===== config.mk =====
export PLATFORM = sky130hd
export DESIGN_NAME = vline_fetch
export DESIGN_NICKNAME = d
export VERILOG_FILES = /design/src/rtl/vline_fetch.sv
export SDC_FILE = /design/constraint.sdc
export NUM_CORES = 1
export LEC_CHECK = 0
export ABC_AREA = 0
export CORE_UTILIZATION = 30
export DETAILED_ROUTE_END_ITERATION = 12
export GPL_ROUTABILITY_DRIVEN = 0
export GPL_TIMING_DRIVEN = 1
export PLACE_DENSITY = 0.56
export SYNTH_ARGS = -nofsm -noshare
export SYNTH_HDL_FRONTEND = slang
export SYNTH_SLANG_ARGS = --single-unit

===== constraint.sdc =====
create_clock -name i_clk -period 6.7 [get_ports i_clk]
set_input_delay 0.67 -clock i_clk [delete_from_list [all_inputs] [get_ports i_clk]]
set_output_delay 0.67 -clock i_clk [all_outputs]
set_load 0.1 [all_outputs]

===== src/rtl/vline_fetch.sv =====
// Line-fetch engine: turns output-stage line requests into burst reads
// and streams the returned pixels into the line buffer.
module vline_fetch #(
  parameter int ADDR_W     = 22,
  parameter int LINE_SHIFT = 10,
  parameter int BASE_ADDR  = 0,
  parameter int BURST_LEN  = 16,
  parameter int MAX_PIXELS = 512
) (
  input  logic              i_clk,
  input  logic              i_reset_n,
  input  logic              i_enable,
  input  logic [8:0]        i_line_idx,
  input  logic              i_line_end,
  input  logic              i_frame_end,
  input  logic [11:0]       i_x_win_size,
  output logic              o_rd_req,
  output logic [ADDR_W-1:0] o_rd_addr,
  output logic [7:0]        o_rd_len,
  input  logic              i_rd_ack,
  input  logic              i_rd_valid,
  input  logic [11:0]       i_rd_data,
  output logic              o_vdata_valid,
  output logic              o_vdata_reset,
  output logic [11:0]       o_vdata,
  output logic              o_busy,
  output logic              o_late
);

  typedef enum logic [1:0] {IDLE, LRST, REQ, DATA} state_t;

  localparam logic [11:0] MAXP = 12'(MAX_PIXELS);
  localparam logic [9:0]  BL   = 10'(BURST_LEN);

  state_t            state_q, state_d;
  logic              le_q, fe_q;
  logic              pend_v_q, pend_v_d;
  logic [8:0]        pend_idx_q, pend_idx_d;
  logic [9:0]        pend_cnt_q, pend_cnt_d;
  logic              late_q, late_d;
  logic [8:0]        idx_q, idx_d;
  logic [9:0]        rem_q, rem_d;
  logic [ADDR_W-1:0] addr_q, addr_d;
  logic [7:0]        blen_q, blen_d;
  logic [7:0]        beat_q, beat_d;
  logic [11:0]       vdata_q, vdata_d;
  logic              vvalid_q, vvalid_d;

  logic              line_edge, frame_edge;
  logic [9:0]        clamp_cnt;
  logic [7:0]        rd_len;
  logic [ADDR_W-1:0] line_base;

  assign line_edge  = i_line_end & ~le_q;
  assign frame_edge = i_frame_end & ~fe_q;
  assign clamp_cnt  = (i_x_win_size > MAXP) ? MAXP[9:0]
                                            : i_x_win_size[9:0];
  assign rd_len     = (rem_q > BL) ? BL[7:0] : rem_q[7:0];
  assign line_base  = ADDR_W'(BASE_ADDR)
                    + (ADDR_W'(idx_q) << LINE_SHIFT);

  always_comb begin
    state_d    = state_q;
    pend_v_d   = pend_v_q;
    pend_idx_d = pend_idx_q;
    pend_cnt_d = pend_cnt_q;
    late_d     = late_q;
    idx_d      = idx_q;
    rem_d      = rem_q;
    addr_d     = addr_q;
    blen_d     = blen_q;
    beat_d     = beat_q;
    vdata_d    = vdata_q;
    vvalid_d   = 1'b0;

    case (state_q)
      IDLE: begin
        if (pend_v_q) begin
          idx_d    = pend_idx_q;
          rem_d    = pend_cnt_q;
          pend_v_d = 1'b0;
          state_d  = LRST;
        end
      end
      LRST: begin
        addr_d  = line_base;
        state_d = (rem_q == 10'd0) ? IDLE : REQ;
      end
      REQ: begin
        if (i_rd_ack) begin
          blen_d  = rd_len;
          beat_d  = rd_len;
          state_d = DATA;
        end
      end
      DATA: begin
        if (i_rd_valid) begin
          vdata_d  = i_rd_data;
          vvalid_d = 1'b1;
          beat_d   = beat_q - 8'd1;
          rem_d    = rem_q - 10'd1;
          if (beat_q == 8'd1) begin
            addr_d  = addr_q + ADDR_W'(blen_q);
            state_d = (rem_q == 10'd1) ? IDLE : REQ;
          end
        end
      end
      default: state_d = IDLE;
    endcase

    // frame clear wins, then a same-cycle line request refills the slot
    if (frame_edge) begin
      pend_v_d = 1'b0;
      late_d   = 1'b0;
    end
    if (line_edge && i_enable) begin
      if (pend_v_d) late_d = 1'b1;
      pend_v_d   = 1'b1;
      pend_idx_d = i_line_idx;
      pend_cnt_d = clamp_cnt;
    end
  end

  always_ff @(posedge i_clk or negedge i_reset_n) begin
    if (!i_reset_n) begin
      state_q    <= IDLE;
      le_q       <= 1'b0;
      fe_q       <= 1'b0;
      pend_v_q   <= 1'b0;
      pend_idx_q <= '0;
      pend_cnt_q <= '0;
      late_q     <= 1'b0;
      idx_q      <= '0;
      rem_q      <= '0;
      addr_q     <= '0;
      blen_q     <= '0;
      beat_q     <= '0;
      vdata_q    <= '0;
      vvalid_q   <= 1'b0;
    end else begin
      state_q    <= state_d;
      le_q       <= i_line_end;
      fe_q       <= i_frame_end;
      pend_v_q   <= pend_v_d;
      pend_idx_q <= pend_idx_d;
      pend_cnt_q <= pend_cnt_d;
      late_q     <= late_d;
      idx_q      <= idx_d;
      rem_q      <= rem_d;
      addr_q     <= addr_d;
      blen_q     <= blen_d;
      beat_q     <= beat_d;
      vdata_q    <= vdata_d;
      vvalid_q   <= vvalid_d;
    end
  end

  assign o_rd_req      = (state_q == REQ);
  assign o_rd_addr     = o_rd_req ? addr_q : '0;
  assign o_rd_len      = o_rd_req ? rd_len : 8'd0;
  assign o_vdata_reset = (state_q == LRST);
  assign o_vdata_valid = vvalid_q;
  assign o_vdata       = vdata_q;
  assign o_busy        = (state_q != IDLE) | pend_v_q;
  assign o_late        = late_q;

endmodule


==> qor.json, run 1 <==
{
  "start_util": {"value": 30.73, "unit": "%"},
  "num_antenna_cells": {"value": 0},
  "synth_warnings": {"value": 0},
  "worst_ep_arrival_time": {"value": 3.45, "unit": "ns"},
  "detail_route.drc_violations": {"value": 0},
  "antenna_violating_nets_post_route": {"value": 0},
  "post-route-min-period": {"value": 4.117, "unit": "ns"},
  "synthMuxAreaShare": {"value": 7.409, "unit": "%"},
  "endpoint_kind": {"value": "output port"},
  "postSynthCellCount": {"value": 469},
  "r2r-end": {"value": "addr_q[10]"},
  "instance_count_after_placement_with_tap_cells_included": {"value": 747},
  "detail_route.iter0.violations": {"value": 298},
  "dpl_cell_area": {"value": 5859, "unit": "µm²"},
  "share_of_layout_cells_above_drive_strength_1": {"value": 11.52, "unit": "%"},
  "yosys.area.top_type_share": {"value": 48.88, "unit": "%"},
  "htreeDepth": {"value": 3},
  "rr_worst_depth": {"value": 9},
  "final_net_count": {"value": 596},
  "ctsResizeCount": {"value": 0},
  "synth_compound_area_share": {"value": 16.39, "unit": "%"},
  "worstSetupStartpoint": {"value": "state_q[1]"},
  "first_pass_grt_wire_length": {"value": 18750, "unit": "µm"},
  "syn-mean-instance-area": {"value": 10.37, "unit": "µm²"},
  "final.period_utilization": {"value": 61.44, "unit": "%"},
  "clk_pin_slew": {"value": 0.07, "unit": "ns"},
  "synthTopCellsByCount": {"value": "95 x dfrtp_1, 37 x o21ai_0, 33 x nand2_1, 33 x nor2_1, 32 x mux2_2"},
  "crit-reg2reg-launch": {"value": "addr_q[0]"},
  "first_pass_iters": {"value": 5},
  "synth_enable_flop_cells": {"value": 0},
  "netlist_top_cells_area": {"value": "dfrtp_1 49%, mux2_2 7.4%, o21ai_0 3.8%"},
  "grt_setup_unrepaired": {"value": "no"},
  "buffer_ports.inserted": {"value": 83},
  "status": {"value": "completed"},
  "synth-main-ff-cell": {"value": "dfrtp_1"},
  "cts_setup_buffers": {"value": 0},
  "worst-setup-path-type": {"value": "flop to output port"},
  "report.power.total": {"value": 1.711, "unit": "mW"},
  "worst-r2r-setup-slack": {"value": 3.94, "unit": "ns"},
  "preCtsSetupSlack": {"value": 2.982, "unit": "ns"},
  "drt_wl_total": {"value": 11390, "unit": "µm"},
  "dieHeight": {"value": 129.3, "unit": "µm"},
  "final.hold.worst_slack": {"value": 0.2454, "unit": "ns"},
  "maximum_number_of_pins_on_one_net_before_global_route_repair": {"value": 64},
  "worst-endpoint-required": {"value": 6.03, "unit": "ns"},
  "global_route.usage.total": {"value": 14.60, "unit": "%"},
  "static-leakage-power": {"value": 2.595, "unit": "nW"},
  "timing_hold_violations_final": {"value": 0},
  "root_buffer": {"value": "clkbuf_16"},
  "asyncSetResetFlopFracSynth": {"value": 100.0, "unit": "%"},
  "flow.area_growth_from_synthesis": {"value": 27.14, "unit": "%"},
  "synth_xor_area_share": {"value": 2.341, "unit": "%"},
  "horizontal_die_dimension": {"value": 129.3, "unit": "µm"},
  "normalized_max_slew_margin": {"value": 24.67, "unit": "%"},
  "setup_tns": {"value": 0, "unit": "ns"},
  "hpwl": {"value": 8028, "unit": "µm"},
  "fin_skew": {"value": 0.004972, "unit": "ns"},
  "critPathLaunchType": {"value": "flop"},
  "synth-seq-area-share": {"value": 48.88, "unit": "%"},
  "cts_hold_buffers": {"value": 0},
  "setup-violations-final": {"value": 0},
  "crit_fanout": {"value": 16},
  "io-pin-count": {"value": 87},
  "die_area": {"value": 16730, "unit": "µm²"},
  "route.vias.total": {"value": 3803},
  "tritoncts_buffers": {"value": 9},
  "max_cap_violations": {"value": 0},
  "wl_per_cell": {"value": 14.93, "unit": "µm"},
  "clock_tree_from_tritoncts": {"value": "built"},
  "synth.cell_area": {"value": 4863, "unit": "µm²"},
  "global_route.overflow_total": {"value": 0},
  "post_layout_nonfiller_instances": {"value": 763},
  "synthMostInstantiatedCell": {"value": "dfrtp_1"},
  "synth-simple-area-share": {"value": 17.11, "unit": "%"},
  "final.fill_count": {"value": 1557},
  "least_setup_slack_across_all_paths_after_layout": {"value": 2.583, "unit": "ns"},
  "synth-adder-area-share": {"value": 3.756, "unit": "%"},
  "core-area": {"value": 15830, "unit": "µm²"},
  "hold_path_class": {"value": "input pin to asynchronous set/reset pin"},
  "worst_skew_pair.late_latency": {"value": 0.35, "unit": "ns"},
  "clock_sinks": {"value": 95},
  "timing.final.max_slew_violations": {"value": 0},
  "vias_in_the_first_global_route": {"value": 3630},
  "dominant_combinational_cell_family_by_area_after_synthesis": {"value": "simple AND/OR/NAND/NOR gates"},
  "clock_path_buffers": {"value": 2},
  "grt_antenna_before_repair": {"value": 0},
  "synth.distinct_cells": {"value": 58},
  "post-route-util": {"value": 39.07, "unit": "%"},
  "tightest_slew": {"value": 1.127, "unit": "ns"},
  "max-vdd-ir-drop": {"value": 0.1231, "unit": "mV"},
  "postSynthRegisterBits": {"value": 95},
  "post-synth-top-area-cell": {"value": "dfrtp_1"},
  "fmaxAchievable": {"value": 242.9, "unit": "MHz"},
  "p_per_area": {"value": 276.7, "unit": "nW/µm²"},
  "placementRows": {"value": 46},
  "vias_per_cell": {"value": 4.984},
  "finish.instance_area": {"value": 6183, "unit": "µm²"}
}
-- where the power goes --
| part | switching (mW) | internal, mW | leakage [nW] | total (mW) |
|---|---|---|---|---|
| registers | 0.0932 | 0.665 | 1.19 | 0.758 |
| logic | 0.243 | 0.147 | 1.25 | 0.390 |
| clock network | 0.225 | 0.337 | 0.156 | 0.562 |
| total | 0.561 | 1.15 | 2.60 | 1.71 |
-- registers in the layout, summed over array words and instances, names as in the netlist --
name	cells
addr_q	22
beat_q	8
blen_q	8
fe_q	1
idx_q	9
le_q	1
o_late	1
o_vdata	12
o_vdata_valid	1
pend_cnt_q	10
pend_idx_q	9
pend_v_q	1
rem_q	10
state_q	2
-- cells by family (layout without fill, tap and decap cells) --
group,Yosys count,after routing
AO/OA/AOI/OAI,117,117
flip-flops,95,95
buffers and inverters,41,117
adder cells (fa/ha/maj),14,14
XOR/XNOR,13,13
multiplexers,32,32
other,1,3
AND/OR/NAND/NOR,156,156
-- cell type report --
type	count	area (µm²)	share of cell area [%]
sequential	95	2377	38.45
tap	216	270.3	4.371
clock inverter	5	81.33	1.315
timing repair buffer	88	865.8	14.00
clock buffer	11	242.7	3.926
inverter	13	48.80	0.7892
multi-input combinational	335	2297	37.15
-- layer usage --
layer | wire [µm] | up-vias | global-route usage, %
met5 | 0 | - | 0
met4 | 166 | 0 | 5.052
met3 | 547 | 13 | 3.757
met2 | 5006 | 105 | 22.04
met1 | 5667 | 1861 | 20.24
li1 | - | 1824 | -
-- worst max-delay path, cell delays in order, from the launching register on --
cell and delay [ns]:
dfrtp_1 0.63, nor2b_1 0.83, buf_4 0.34, and2_1 0.15, clkdlybuf4s50_1 1.13
-- worst max path at each step --
stage	endpoint	depth (start not counted)	slack (ns)
4_1_cts	o_rd_addr[15]	4	2.58
3_3_place_gp	o_rd_addr[15]	4	3.07
2_1_floorplan	o_rd_addr[13]	4	3.42
3_5_place_dp	o_rd_addr[8]	4	2.98
6_report	o_rd_addr[15]	4	2.58
5_1_grt	o_rd_addr[16]	4	2.38
-- cells in the final DEF, fill, tap and decap left out, types with 11 or more instances in the layout --
cell	instances
a21oi_1	23
a22o_1	12
and2_1	27
clkdlybuf4s50_1	82
dfrtp_1	95
ha_1	13
inv_1	13
mux2_2	32
nand2_1	33
nand3_1	11
nor2_1	33
o21ai_0	37
Note: power is estimated with default switching activity, not from simulation.
==> inputs of run 2 (changes only) <==
--- a/config.mk
+++ b/config.mk
@@ -10,7 +10,7 @@
 export DETAILED_ROUTE_END_ITERATION = 12
 export GPL_ROUTABILITY_DRIVEN = 0
 export GPL_TIMING_DRIVEN = 1
-export PLACE_DENSITY = 0.56
+export PLACE_DENSITY = 0.58
 export SYNTH_ARGS = -nofsm -noshare
 export SYNTH_HDL_FRONTEND = slang
 export SYNTH_SLANG_ARGS = --single-unit
==> constraint.sdc (replaced) <==
create_clock -name i_clk -period 3.6 [get_ports i_clk]
set_input_delay 0.36 -clock i_clk [delete_from_list [all_inputs] [get_ports i_clk]]
set_output_delay 0.36 -clock i_clk [all_outputs]
set_load 0.1 [all_outputs]
==> run 2 against run 1 <==
  * Wire length shrank 1.6%
  * Worst setup slack lost 1.7 ns
  * Worst hold slack gained 0.23 ns
  * Power grew 82%
  * Combinational power grew 88%
  * Flip-flop and latch count is the same
  * Register-to-register slack lost 3.0 ns
  * Sequential power grew 87%
  * Utilization grew 0.66 points
  * Clock power grew 73%
  * Critical path type unchanged
  * Largest cell class unchanged
  * Highest routed layer unchanged
==> qor.json, run 2 (synthesized netlist as in run 1, its figures left out) <==
{
  "largest-register": {"value": "addr_q", "change": "unchanged"},
  "rr_worst_depth": {"value": 9, "change": "unchanged"},
  "horizontal_die_dimension": {"value": 129.3, "unit": "µm", "change": "unchanged"},
  "hpwl": {"value": 8074, "unit": "µm", "change": "was 8028 µm"},
  "flip_flop_count_of_the_largest_register_after_layout": {"value": 22, "change": "unchanged"},
  "number_of_cells_on_the_worst_hold_path": {"value": 1},
  "most_frequent_cells_in_the_layout": {"value": "95 x dfrtp_1, 53 x clkdlybuf4s50_1, 37 x o21ai_0, 33 x nor2_1, 33 x nand2_1", "change": "was 95 x dfrtp_1, 82 x clkdlybuf4s50_1, 37 x o21ai_0, 33 x nor2_1, 33 x nand2_1"},
  "htreeDepth": {"value": 3, "change": "unchanged"},
  "tightest_slew": {"value": 0.9852, "unit": "ns", "change": "was 1.127 ns"},
  "worst_skew_pair.late_latency": {"value": 0.35, "unit": "ns", "change": "about the same"},
  "crit_fanout": {"value": 15, "change": "was 16"},
  "instance_count_after_placement_with_tap_cells_included": {"value": 751, "change": "was 747"},
  "max_cap_violations": {"value": 0, "change": "unchanged"},
  "global_route.usage.total": {"value": 14.50, "unit": "%", "change": "was 14.60%"},
  "crit_buf_inv": {"value": 1, "change": "was 2"},
  "timing.final.max_slew_violations": {"value": 0, "change": "unchanged"},
  "grt_setup_unrepaired": {"value": "no", "change": "unchanged"},
  "hold_path.startpoint": {"value": "i_frame_end"},
  "worstSetupStartpoint": {"value": "state_q[1]", "change": "unchanged"},
  "preCtsSetupSlack": {"value": 0.9411, "unit": "ns", "change": "was 2.982 ns"},
  "detail_route.iter0.violations": {"value": 263, "change": "was 298"},
  "path_delay_family": {"value": "buffers and inverters", "change": "unchanged"},
  "hold_path_class": {"value": "input pin to flop", "change": "was input pin to asynchronous set/reset pin"},
  "setup-violations-final": {"value": 0, "change": "unchanged"},
  "mostFrequentLayoutCell": {"value": "dfrtp_1", "change": "unchanged"},
  "root_buffer": {"value": "clkbuf_16", "change": "unchanged"},
  "global_route.overflow_total": {"value": 0, "change": "unchanged"},
  "final_net_count": {"value": 601, "change": "was 596"},
  "critical_path.cell_chain": {"value": "or3_1, clkdlybuf4s50_1", "change": "was nor2b_1, buf_4, and2_1, clkdlybuf4s50_1"},
  "r2r-end": {"value": "addr_q[10]", "change": "unchanged"},
  "normalized_max_slew_margin": {"value": 34.11, "unit": "%", "change": "was 24.67%"},
  "post-route-min-period": {"value": 2.752, "unit": "ns"},
  "critPathLaunchType": {"value": "flop", "change": "unchanged"},
  "antenna_violating_nets_post_route": {"value": 0, "change": "unchanged"},
  "worst-setup-path-type": {"value": "flop to output port", "change": "unchanged"},
  "dpl_cell_area": {"value": 5979, "unit": "µm²", "change": "was 5859 µm²"},
  "ctsResizeCount": {"value": 0, "change": "unchanged"},
  "final.period_utilization": {"value": 76.45, "unit": "%"},
  "clk_pin_slew": {"value": 0.07, "unit": "ns", "change": "about the same"},
  "least_setup_slack_across_all_paths_after_layout": {"value": 0.8478, "unit": "ns", "change": "was 2.583 ns"},
  "static-leakage-power": {"value": 2.705, "unit": "nW", "change": "was 2.595 nW"},
  "max-vdd-ir-drop": {"value": 0.2690, "unit": "mV", "change": "was 0.1231 mV"},
  "worst-r2r-setup-slack": {"value": 0.94, "unit": "ns", "change": "was 3.94 ns"},
  "post_layout_nonfiller_instances": {"value": 767, "change": "was 763"},
  "io-pin-count": {"value": 87, "change": "unchanged"},
  "buffer_ports.inserted": {"value": 83, "change": "unchanged"},
  "worst-endpoint-required": {"value": 3.24, "unit": "ns", "change": "was 6.03 ns"},
  "vias_per_cell": {"value": 4.960, "change": "was 4.984"},
  "wl_per_cell": {"value": 14.61, "unit": "µm", "change": "was 14.93 µm"},
  "drt_wl_total": {"value": 11210, "unit": "µm", "change": "was 11390 µm"},
  "core-area": {"value": 15830, "unit": "µm²", "change": "unchanged"},
  "endpoint_kind": {"value": "output port", "change": "unchanged"},
  "maximum_number_of_pins_on_one_net_before_global_route_repair": {"value": 37, "change": "was 64"},
  "finish.instance_area": {"value": 6289, "unit": "µm²", "change": "was 6183 µm²"},
  "route.vias.total": {"value": 3804, "change": "was 3803"},
  "crit-reg2reg-launch": {"value": "addr_q[0]", "change": "unchanged"},
  "crit_path_top_delay_cell": {"value": "clkdlybuf4s50_1", "change": "unchanged"},
  "vias_in_the_first_global_route": {"value": 3705, "change": "was 3630"},
  "setup_tns": {"value": 0, "unit": "ns", "change": "unchanged"},
  "placementRows": {"value": 46, "change": "unchanged"},
  "critPathMaxStageDelay": {"value": 0.99, "unit": "ns", "change": "was 1.13 ns"},
  "clock_tree_from_tritoncts": {"value": "built", "change": "unchanged"},
  "fmaxAchievable": {"value": 363.3, "unit": "MHz"},
  "fin_skew": {"value": 0.009441, "unit": "ns", "change": "was 0.004972 ns"},
  "share_of_layout_cells_above_drive_strength_1": {"value": 17.24, "unit": "%", "change": "was 11.52%"},
  "tritoncts_buffers": {"value": 9, "change": "unchanged"},
  "clock_sinks": {"value": 95, "change": "unchanged"},
  "final.hold.worst_slack": {"value": 0.4745, "unit": "ns", "change": "was 0.2454 ns"},
  "first_pass_iters": {"value": 4, "change": "was 5"},
  "dieHeight": {"value": 129.3, "unit": "µm", "change": "unchanged"},
  "status": {"value": "completed", "change": "unchanged"},
  "flow.area_growth_from_synthesis": {"value": 29.30, "unit": "%", "change": "was 27.14%"},
  "clock_path_buffers": {"value": 2, "change": "unchanged"},
  "first_pass_grt_wire_length": {"value": 18820, "unit": "µm", "change": "was 18750 µm"},
  "timing_hold_violations_final": {"value": 0, "change": "unchanged"},
  "worst_ep_arrival_time": {"value": 2.39, "unit": "ns", "change": "was 3.45 ns"},
  "detail_route.drc_violations": {"value": 0, "change": "unchanged"},
  "start_util": {"value": 30.73, "unit": "%", "change": "unchanged"},
  "num_antenna_cells": {"value": 0, "change": "unchanged"},
  "p_per_area": {"value": 496.3, "unit": "nW/µm²", "change": "was 276.7 nW/µm²"},
  "die_area": {"value": 16730, "unit": "µm²", "change": "unchanged"},
  "grt_antenna_before_repair": {"value": 0, "change": "unchanged"},
  "hold_end": {"value": "fe_q"}
}
-- run 2: cell count changes in the layout (fill, tap and decap cells not counted), sizes merged --
| cell | change |
|---|---|
| buf | +33 |
| clkdlybuf4s50 | -29 |
| bufinv | -1 |
| clkinv | +1 |
| clkinvlp | -1 |
| dlygate4sd3 | +1 |
-- run 2: metal layers --
metal / vias to the layer above / wire length [µm] / GRT usage (%)
met4: 0 / 167 / 4.983
met2: 99 / 5146 / 22.64
met5: - / 0 / 0
met1: 1866 / 5309 / 19.51
li1: 1827 / - / -
met3: 12 / 585 / 3.675
-- run 2: worst max path at each step --
stage	to	slack, ns	depth (start not counted)
after detailed placement	addr_q[10]	0.94	9
after global routing	addr_q[10]	0.73	9
after floorplan	o_rd_addr[13]	0.63	4
after CTS	o_busy	0.84	2
after global placement	addr_q[21]	1.03	7
final	o_busy	0.85	2
-- run 2: what timing repair did --
action,in CTS,in global routing
hold buffers,1,0
buffers inserted,0,0
endpoints found under the hold margin,34,0
endpoints found under the setup margin,0,0
-- run 2: area by class of cell --
class / instances / area, µm²
Fill cell: 1562 / 9539
Tap cell: 216 / 270.3
Sequential cell: 95 / 2377
Multi-Input combinational cell: 335 / 2297
Inverter: 13 / 48.80
Clock buffer: 11 / 242.7
Clock inverter: 4 / 56.30
Timing Repair Buffer: 93 / 996.0
-- run 2: power breakdown --
| group | switching, mW | internal [mW] |
|---|---|---|
| combinational | 0.452 | 0.281 |
| sequential | 0.178 | 1.24 |
| clock | 0.416 | 0.558 |
| total | 1.05 | 2.08 |
-- run 2: through the flow --
step	power, mW	util, %
floorplan	1.918	-
global placement	2.135	37.78
detailed placement	2.173	37.78
CTS	3.158	39.73
global route	3.304	39.73
finish	3.121	39.73
-- run 2: worst register-to-register path, stage by stage (launching register included) --
cell,delay [ns]
dfrtp_1,0.37
ha_1,0.20
inv_1,0.07
fa_1,0.37
and2b_1,0.25
o2111ai_1,0.15
a32oi_2,0.52
nand4_1,0.18
xnor2_1,0.16
a221o_1,0.29
==> inputs of run 3 (changes only) <==
==> constraint.sdc (replaced) <==
create_clock -name i_clk -period 2.3 [get_ports i_clk]
set_input_delay 0.23 -clock i_clk [delete_from_list [all_inputs] [get_ports i_clk]]
set_output_delay 0.23 -clock i_clk [all_outputs]
set_load 0.1 [all_outputs]
==> run 3 against run 2 <==
  * Sequential power increased by 56%
  * Flip-flop and latch count unchanged
  * Critical path depth increased by 7
  * Wire length increased by 3.7%
  * First-iteration DRC count decreased by 21%
  * Clock-buffer cell count decreased by 1
  * Utilization increased by 2.2 points
  * Critical path type is now flop to flop
  * Largest cell class unchanged
==> qor.json, run 3 (synthesized netlist as in run 1, its figures left out) <==
{
  "max_cap_violations": {"value": 0, "change": "unchanged"},
  "horizontal_die_dimension": {"value": 129.3, "unit": "µm", "change": "unchanged"},
  "worst-endpoint-required": {"value": 2.54, "unit": "ns", "change": "was 3.24 ns"},
  "dpl_cell_area": {"value": 6284, "unit": "µm²", "change": "was 5979 µm²"},
  "finish.instance_area": {"value": 6640, "unit": "µm²", "change": "was 6289 µm²"},
  "post-route-util": {"value": 41.95, "unit": "%", "change": "was 39.73%"},
  "instance_count_after_placement_with_tap_cells_included": {"value": 764, "change": "was 751"},
  "timing_hold_violations_final": {"value": 0, "change": "unchanged"},
  "max-vdd-ir-drop": {"value": 0.4274, "unit": "mV", "change": "was 0.2690 mV"},
  "first_pass_iters": {"value": 4, "change": "unchanged"},
  "share_of_layout_cells_above_drive_strength_1": {"value": 25.18, "unit": "%", "change": "was 17.24%"},
  "global_route.usage.total": {"value": 14.83, "unit": "%", "change": "was 14.50%"},
  "critical_path.cell_chain": {"value": "ha_4, inv_2, fa_2, and2b_1, o2111ai_2, a32oi_4, nand4_1, xnor2_1, a221o_1", "change": "was or3_1, clkdlybuf4s50_1"},
  "vias_per_cell": {"value": 4.865, "change": "was 4.960"},
  "detail_route.iter0.violations": {"value": 208, "change": "was 263"},
  "crit_buf_inv": {"value": 1, "change": "unchanged"},
  "grt_setup_unrepaired": {"value": "yes", "change": "was no"},
  "die_area": {"value": 16730, "unit": "µm²", "change": "unchanged"},
  "buffer_ports.inserted": {"value": 83, "change": "unchanged"},
  "fin_skew": {"value": 0.01011, "unit": "ns", "change": "was 0.009441 ns"},
  "worst_ep_arrival_time": {"value": 2.50, "unit": "ns", "change": "was 2.39 ns"},
  "timing.final.max_slew_violations": {"value": 0, "change": "unchanged"},
  "start_util": {"value": 30.73, "unit": "%", "change": "unchanged"},
  "post-route-min-period": {"value": 2.258, "unit": "ns"},
  "route.vias.total": {"value": 3814, "change": "was 3804"},
  "detail_route.drc_violations": {"value": 0, "change": "unchanged"},
  "wl_per_cell": {"value": 14.82, "unit": "µm", "change": "was 14.61 µm"},
  "critPathMaxStageDelay": {"value": 0.39, "unit": "ns", "change": "was 0.99 ns"},
  "crit-reg2reg-launch": {"value": "blen_q[0]", "change": "was addr_q[0]"},
  "io-pin-count": {"value": 87, "change": "unchanged"},
  "dieHeight": {"value": 129.3, "unit": "µm", "change": "unchanged"},
  "critPathLaunchType": {"value": "flop", "change": "unchanged"},
  "drt_wl_total": {"value": 11620, "unit": "µm", "change": "was 11210 µm"},
  "grt_antenna_before_repair": {"value": 0, "change": "unchanged"},
  "most_frequent_cells_in_the_layout": {"value": "95 x dfrtp_1, 40 x buf_4, 38 x clkdlybuf4s50_1, 36 x o21ai_0, 33 x nand2_1", "change": "was 95 x dfrtp_1, 53 x clkdlybuf4s50_1, 37 x o21ai_0, 33 x nor2_1, 33 x nand2_1"},
  "r2r-end": {"value": "addr_q[10]", "change": "unchanged"},
  "maximum_number_of_pins_on_one_net_before_global_route_repair": {"value": 70, "change": "was 37"},
  "clock_tree_from_tritoncts": {"value": "built", "change": "unchanged"},
  "fmaxAchievable": {"value": 443.0, "unit": "MHz"},
  "crit_path_top_delay_cell": {"value": "dfrtp_1", "change": "was clkdlybuf4s50_1"},
  "antenna_violating_nets_post_route": {"value": 0, "change": "unchanged"},
  "placementRows": {"value": 46, "change": "unchanged"},
  "first_pass_grt_wire_length": {"value": 19160, "unit": "µm", "change": "was 18820 µm"},
  "rr_worst_depth": {"value": 9, "change": "unchanged"},
  "p_per_area": {"value": 737.5, "unit": "nW/µm²", "change": "was 496.3 nW/µm²"},
  "core-area": {"value": 15830, "unit": "µm²", "change": "unchanged"},
  "largest-register": {"value": "addr_q", "change": "unchanged"},
  "num_antenna_cells": {"value": 0, "change": "unchanged"},
  "global_route.overflow_total": {"value": 0, "change": "unchanged"},
  "flow.area_growth_from_synthesis": {"value": 36.53, "unit": "%", "change": "was 29.30%"},
  "crit_fanout": {"value": 4, "change": "was 15"},
  "post_layout_nonfiller_instances": {"value": 784, "change": "was 767"},
  "setup-violations-final": {"value": 0, "change": "unchanged"},
  "root_buffer": {"value": "clkbuf_16", "change": "unchanged"},
  "htreeDepth": {"value": 3, "change": "unchanged"},
  "clock_path_buffers": {"value": 2, "change": "unchanged"},
  "mostFrequentLayoutCell": {"value": "dfrtp_1", "change": "unchanged"},
  "tightest_slew": {"value": 0.5514, "unit": "ns", "change": "was 0.9852 ns"},
  "clock_sinks": {"value": 95, "change": "unchanged"},
  "path_delay_family": {"value": "compound AO/OA/AOI/OAI gates", "change": "was buffers and inverters"},
  "endpoint_kind": {"value": "flop", "change": "was output port"},
  "static-leakage-power": {"value": 2.832, "unit": "nW", "change": "was 2.705 nW"},
  "hpwl": {"value": 8320, "unit": "µm", "change": "was 8074 µm"},
  "normalized_max_slew_margin": {"value": 63.24, "unit": "%", "change": "was 34.11%"},
  "worst-setup-path-type": {"value": "flop to flop", "change": "was flop to output port"},
  "worst_skew_pair.late_latency": {"value": 0.36, "unit": "ns", "change": "was 0.35 ns"},
  "final.period_utilization": {"value": 98.16, "unit": "%"},
  "worst-r2r-setup-slack": {"value": 0.04, "unit": "ns", "change": "was 0.94 ns"},
  "worstSetupPathDepth": {"value": 9, "change": "was 2"},
  "final_net_count": {"value": 617, "change": "was 601"},
  "status": {"value": "completed", "change": "unchanged"},
  "vias_in_the_first_global_route": {"value": 3869, "change": "was 3705"},
  "tritoncts_buffers": {"value": 9, "change": "unchanged"},
  "clk_pin_slew": {"value": 0.07, "unit": "ns", "change": "about the same"},
  "hold_path_class": {"value": "input pin to asynchronous set/reset pin", "change": "was input pin to flop"},
  "flip_flop_count_of_the_largest_register_after_layout": {"value": 22, "change": "unchanged"}
}
## run 3: layout make-up
cell class | count | area [µm²]
clock buffers | 10 | 229.0
clock inverters | 6 | 51.30
fillers | 1503 | 9188
inverters | 13 | 48.80
multi-input cells | 335 | 2372
flip-flops and latches | 95 | 2377
well taps | 216 | 270.3
repair buffers | 109 | 1291
## run 3: how the worst max path moves through the flow
stage | startpoint | endpoint | slack, ns
after CTS | blen_q[0] | addr_q[10] | -0.05
after global placement | addr_q[0] | addr_q[10] | 0.02
final | blen_q[0] | addr_q[10] | 0.04
after detailed placement | blen_q[0] | addr_q[10] | -0.08
after global routing | blen_q[0] | addr_q[10] | -0.09
after floorplan | state_q[0] | o_rd_addr[13] | -0.05
## run 3: repair_timing
action / CTS / global route
buffers inserted: 2 / 1
setup endpoints to repair: 8 / 16
cloned: 0 / 0
resized for setup: 4 / 6
pin swaps: 4 / 4
hold buffers: 1 / 0
hold endpoints to repair: 26 / 0
## run 3: routing by layer
metal | global-route usage, % | wire length [µm]
met3 | 4.253 | 649
met1 | 19.26 | 5489
met5 | 0 | 0
met4 | 4.429 | 98
met2 | 23.91 | 5383
## run 3: power breakdown
| part | switching [mW] | internal [mW] |
|---|---|---|
| clock | 0.687 | 0.749 |
| sequential | 0.269 | 1.94 |
| combinational | 0.769 | 0.486 |
## run 3: stage by stage
stage / worst slack [ns] / setup TNS (ns) / total power [mW] / hold WS, ns
after floorplan: -0.05110 / -0.05110 / 3.005 / -0.06559
after detailed placement: -0.07875 / -0.1205 / 3.459 / 0.1647
after global placement: 0.02200 / 0 / 3.397 / 0.1603
after CTS: -0.04961 / -0.06249 / 4.930 / 0.3175
final: 0.04243 / 0 / 4.897 / 0.3157
after global routing: -0.08992 / -0.1321 / 5.195 / 0.3371
